**config.mk**
```make
export PLATFORM = sky130hd
export DESIGN_NAME = mult_issue_arbiter
export DESIGN_NICKNAME = d
export VERILOG_FILES = /design/src/rtl/mult_issue_arbiter.sv
export SDC_FILE = /design/constraint.sdc
export NUM_CORES = 1
export LEC_CHECK = 0
export BUFFER_PORTS_ARGS = -buffer_cell sky130_fd_sc_hd__buf_2
export CAP_MARGIN = 10
export CORE_AREA = 2 2 177 179
export CTS_CLUSTER_SIZE = 14
export DETAILED_ROUTE_END_ITERATION = 8
export DIE_AREA = 0 0 179 181
export GPL_TIMING_DRIVEN = 0
export PLACE_DENSITY = 0.5
export RECOVER_POWER = 50
export SYNTH_ARGS = -nofsm -noshare
export SYNTH_HDL_FRONTEND = slang
export SYNTH_SLANG_ARGS = --single-unit
export TNS_END_PERCENT = 20
```
**constraint.sdc**
```tcl
create_clock -name clock -period 1.8 [get_ports clock]
set_input_delay 0.36 -clock clock [delete_from_list [all_inputs] [get_ports clock]]
set_output_delay 0.36 -clock clock [all_outputs]
set_load 0.03 [all_outputs]
```
**src/rtl/mult_issue_arbiter.sv**
```systemverilog
// Round-robin arbiter sharing one 33x33 multiplier between the integer EX pipe and
// the FP unit, with a LAT-deep result pipeline. Define MULT_ARB_STATS_EN for grant counters.
module mult_issue_arbiter #(
  parameter int unsigned TAG_W     = 5,
  parameter int unsigned LAT       = 2,
  parameter logic [4:0]  ALU_FMULS = 5'h1C
) (
  input  logic             clock,
  input  logic             reset_n,
  input  logic             int_req,
  input  logic [31:0]      int_opa,
  input  logic [31:0]      int_opb,
  input  logic [4:0]       int_func,
  input  logic [TAG_W-1:0] int_tag,
  output logic             int_gnt,
  input  logic             fp_req,
  input  logic [31:0]      fp_opa,
  input  logic [31:0]      fp_opb,
  input  logic [TAG_W-1:0] fp_tag,
  output logic             fp_gnt,
  output logic [31:0]      mul_opa,
  output logic [31:0]      mul_opb,
  output logic [4:0]       mul_func,
  input  logic [65:0]      mul_result,
  output logic             res_valid,
  output logic             res_src,
  output logic [TAG_W-1:0] res_tag,
  output logic [65:0]      res_data,
  input  logic             res_ready,
  output logic [31:0]      stat_int_gnt,
  output logic [31:0]      stat_fp_gnt,
  output logic [31:0]      stat_conflict
);

  localparam int unsigned DATA_W = 66;
  localparam int unsigned LAST   = LAT - 1;

  logic [LAT-1:0]    vld_q;
  logic              src_q  [LAT];
  logic [TAG_W-1:0]  tag_q  [LAT];
  logic [DATA_W-1:0] data_q [LAT];
  logic              rr_last;  // 1 = FP won last, so integer wins the next conflict
  logic              stall;
  logic              issue;
  logic [TAG_W-1:0]  issue_tag;

  assign stall = vld_q[LAST] & ~res_ready;
  assign issue = int_gnt | fp_gnt;

  // Grant and multiplier operand steering
  always_comb begin
    int_gnt   = 1'b0;
    fp_gnt    = 1'b0;
    mul_opa   = '0;
    mul_opb   = '0;
    mul_func  = '0;
    issue_tag = '0;
    if (!stall) begin
      if (int_req && (!fp_req || rr_last)) begin
        int_gnt = 1'b1;
      end else if (fp_req) begin
        fp_gnt = 1'b1;
      end
    end
    if (int_gnt) begin
      mul_opa   = int_opa;
      mul_opb   = int_opb;
      mul_func  = int_func;
      issue_tag = int_tag;
    end else if (fp_gnt) begin
      mul_opa   = fp_opa;
      mul_opb   = fp_opb;
      mul_func  = ALU_FMULS;
      issue_tag = fp_tag;
    end
  end

  // Result pipeline; the whole pipe freezes while the output is stalled
  always_ff @(posedge clock or negedge reset_n) begin
    if (!reset_n) begin
      vld_q   <= '0;
      rr_last <= 1'b1;
      for (int unsigned i = 0; i < LAT; i++) begin
        src_q[i]  <= 1'b0;
        tag_q[i]  <= '0;
        data_q[i] <= '0;
      end
    end else if (!stall) begin
      vld_q[0]  <= issue;
      src_q[0]  <= fp_gnt;
      tag_q[0]  <= issue_tag;
      data_q[0] <= issue ? mul_result : '0;
      for (int unsigned i = 1; i < LAT; i++) begin
        vld_q[i]  <= vld_q[i-1];
        src_q[i]  <= src_q[i-1];
        tag_q[i]  <= tag_q[i-1];
        data_q[i] <= data_q[i-1];
      end
      if (issue) rr_last <= fp_gnt;
    end
  end

  assign res_valid = vld_q[LAST];
  assign res_src   = src_q[LAST];
  assign res_tag   = tag_q[LAST];
  assign res_data  = data_q[LAST];

`ifdef MULT_ARB_STATS_EN
  // Saturating grant / conflict counters
  always_ff @(posedge clock or negedge reset_n) begin
    if (!reset_n) begin
      stat_int_gnt  <= '0;
      stat_fp_gnt   <= '0;
      stat_conflict <= '0;
    end else begin
      if (int_gnt && (stat_int_gnt != '1)) stat_int_gnt <= stat_int_gnt + 32'd1;
      if (fp_gnt && (stat_fp_gnt != '1)) stat_fp_gnt <= stat_fp_gnt + 32'd1;
      if (int_req && fp_req && !stall && (stat_conflict != '1))
        stat_conflict <= stat_conflict + 32'd1;
    end
  end
`else
  assign stat_int_gnt  = '0;
  assign stat_fp_gnt   = '0;
  assign stat_conflict = '0;
`endif

endmodule

```
==> metrics <==
DRC Markers 0; Overflow after GRT 0; Starting Density 24.3%; Vias 6512; clk buf depth 2; Slew @ Worst Pin 0.980 ns; FFs w/ async S/R, synth 100%; Core Util, Final 37.5%; pre-CTS setup slack -0.825 ns; Synth area leaders dfrtp_1, buf_4, a22o_1; clock-pin slew on the worst setup and hold paths 0.06 ns; crit end category output port; full die area 32400 um2; crit share post-route 127%; count leader, synth nand2_1; hold crit path type input port to flop; Final Slew Violations 0; WL per Instance 15.7 um; Max-slew headroom 34.7%; All-Layer GR Usage 15.4%; Sink Count 147; Final TNS setup -33.93 ns; Layout Skew 0.00899 ns; Synth cell types 22; Die W 179 um; post-synth top area share 49.5%; CP Max Fanout 10; first-pass GRT wire length 38400 um; ANT nets after route 0; CP required 1.44 ns; Crit. Startpoint rr_last$_DFFE_PN1P_; Die H 181 um; Synth top cells by count nand2_1, buf_4, dfrtp_1, a22o_1, buf_2; GPL Wtd Cong 0.795; Worst EP arrival 1.93 ns; worst ir drop on vdd 0.520 mV; CTS Root Buffer Type clkbuf_16; gr busiest metal met2; launching point of the worst reg2reg path vld_q[1]$_DFFE_PN0N_; DRT iter0 DRCs 316; final worst setup slack -0.495 ns; Fmax achieved 436 MHz; Leakage 6.47 nW; R2R cell count 5; global-route track usage on met2 23.1%; Post-Syn Area 7370 um2; CP Cell Sequence buf_6, a21boi_4, and2_4, buf_12, buf_6, a22o_1, buf_6; Layout area overhead 54.1%; Final min period 2.29 ns; status complete, but fails checks; vias in the first global route 6571; Top FF cell, synth dfrtp_1; CP max stage cell dfstp_2; Nets 1443; cts bufs inserted 17; failing checks setup timing; area of the core 30300 um2; H-tree lvl count 4; initial antenna violation count 1; Post-synth EDFFs 0; Critical Path Sink mul_opb[17]; fin cells 1639; number of synthesized register bits 147; met1 Use GR 21.8%; share of post-route cells with drive strength above 1 51.0%; PwrDens 1050 nW/um2; vias per std cell 3.97; met3 Use GR 4.55%; Synth Instances 743; IO Port Bufs 356; largest area contributor in the netlist dfrtp_1; Avg Cell Area, Syn 9.93 um2; max incr delay on CP 0.54 ns; clk_lat worst skew 0.41 ns; sequential-to-total area share from yosys stat 49.9%; Maximum Capacitance Violations 0; flop-to-flop setup slack -0.10 ns; CTS tree yes; RSZ-0062 raised after global routing true; CP Launch Type flop; Final Hold Violating Endpoints 0; worst hold margin 0.159 ns; most used cell, CP buf_6; Total Wirelength 25800 um; setup violators final 131; First-pass DRT Iterations 4; Power, Total 11.9 mW; row count 64; r2r endpoint res_data[45]$_DFFE_PN0N_; Post-DP Area 10100 um2; synth warn 0; kind of critical path flop to output port; I/O Pins 454; DP HPWL 19500 um; dpl cells 1591; pin count of the biggest net entering global routing 81; final instance area 11400 um2
## worst min path at each step
stage / start / endpoint / slack, ns / depth (start not counted)
after global routing: mul_result[2] / data_q[68]$_DFFE_PN0N_ / 0.14 / 2
after CTS: mul_result[4] / data_q[70]$_DFFE_PN0N_ / 0.14 / 2
after global placement: res_src$_DFFE_PN0N_ / res_src$_DFFE_PN0N_ / 0.45 / 2
after floorplan: reset_n / data_q[100]$_DFFE_PN0N_ / 0.06 / 0
after detailed placement: reset_n / res_data[20]$_DFFE_PN0N_ / 0.41 / 1
final: mul_result[42] / data_q[108]$_DFFE_PN0N_ / 0.16 / 2
## report_power, final
part / leakage (nW) / switching, mW / total (mW) / internal (mW)
combinational: 4.36 / 2.52 / 4.33 / 1.82
clock: 0.269 / 1.46 / 3.43 / 1.98
sequential: 1.84 / 0.288 / 4.13 / 3.84
total: 6.47 / 4.26 / 11.9 / 7.64
## layout make-up
cell class              instances  area (um2)
flip-flops and latches        147        3680
multi-input cells             476        2680
diodes                          1        2.50
repair buffers                374        2380
plain buffers                 213        1570
well taps                     396         495
clock inverters                12         106
fillers                      3143       19000
clock buffers                  20         457
## worst max-delay path, delay by kind of cell, from the launching register on
family	cells	cell delay, ns
compound gates	2	0.27
simple gates	1	0.17
flops	1	0.54
buf+inv	4	0.54
## cells by family (layout without fill, tap and decap cells)
| kind of cell | count (synthesis) | in the layout | share of synthesized area [%] |
|---|---|---|---|
| AO/OA/AOI/OAI | 147 | 147 | 17.2 |
| flip-flops | 147 | 147 | 49.9 |
| other | 1 | 97 | 0.0509 |
| buffers and inverters | 215 | 619 | 20.6 |
| AND/OR/NAND/NOR | 233 | 233 | 12.2 |
## cell usage in the layout, fill, tap and decap left out, types with 2 or more instances in the layout
| cell type | netlist | routed |
|---|---|---|
| buf_2 | 20 | 295 |
| nand2_1 | 217 | 216 |
| buf_4 | 167 | 197 |
| dfrtp_1 | 146 | 145 |
| a22o_1 | 130 | 104 |
| conb_1 | 1 | 96 |
| buf_6 | 8 | 61 |
| clkbuf_16 | 0 | 19 |
| clkbuf_1 | 13 | 15 |
| a22o_2 | 0 | 14 |
| a22o_4 | 0 | 12 |
| nor2_1 | 8 | 7 |
| buf_1 | 6 | 6 |
| a21oi_1 | 6 | 6 |
| a32oi_1 | 5 | 5 |
| buf_8 | 0 | 4 |
| clkinv_2 | 0 | 4 |
| clkinvlp_4 | 0 | 4 |
| buf_12 | 0 | 3 |
| o21a_1 | 3 | 3 |
| nand2b_4 | 1 | 2 |
| and2_2 | 0 | 2 |
| clkbuf_2 | 1 | 2 |
| a21o_1 | 2 | 2 |
| clkbuf_8 | 0 | 2 |
| inv_6 | 0 | 2 |
## metal layers
metal,wire (um),vias up,share of wire (%)
met5,0,-,0
met4,227,0,0.88
met3,2100,16,8.1
met2,11400,260,44
met1,12000,3016,47
li1,-,3220,-
## state kept, by name, indices dropped and copies added, names as in the netlist
| name | count |
|---|---|
| res_src | 1 |
| src_q | 1 |
| res_tag | 5 |
| vld_q | 2 |
| tag_q | 5 |
| data_q | 66 |
| res_data | 66 |
| rr_last | 1 |
## timing repair
| item | in CTS | in global routing |
|---|---|---|
| endpoints found under the setup margin | 138 | 125 |
| cloned | 2 | 2 |
| buffers inserted | 11 | 2 |
| gates resized for setup | 152 | 15 |
| pin swaps | 17 | 6 |
| hold endpoints to repair | 66 | 0 |
| hold buffers | 1 | 0 |
Power figures use the tool's default switching activity.
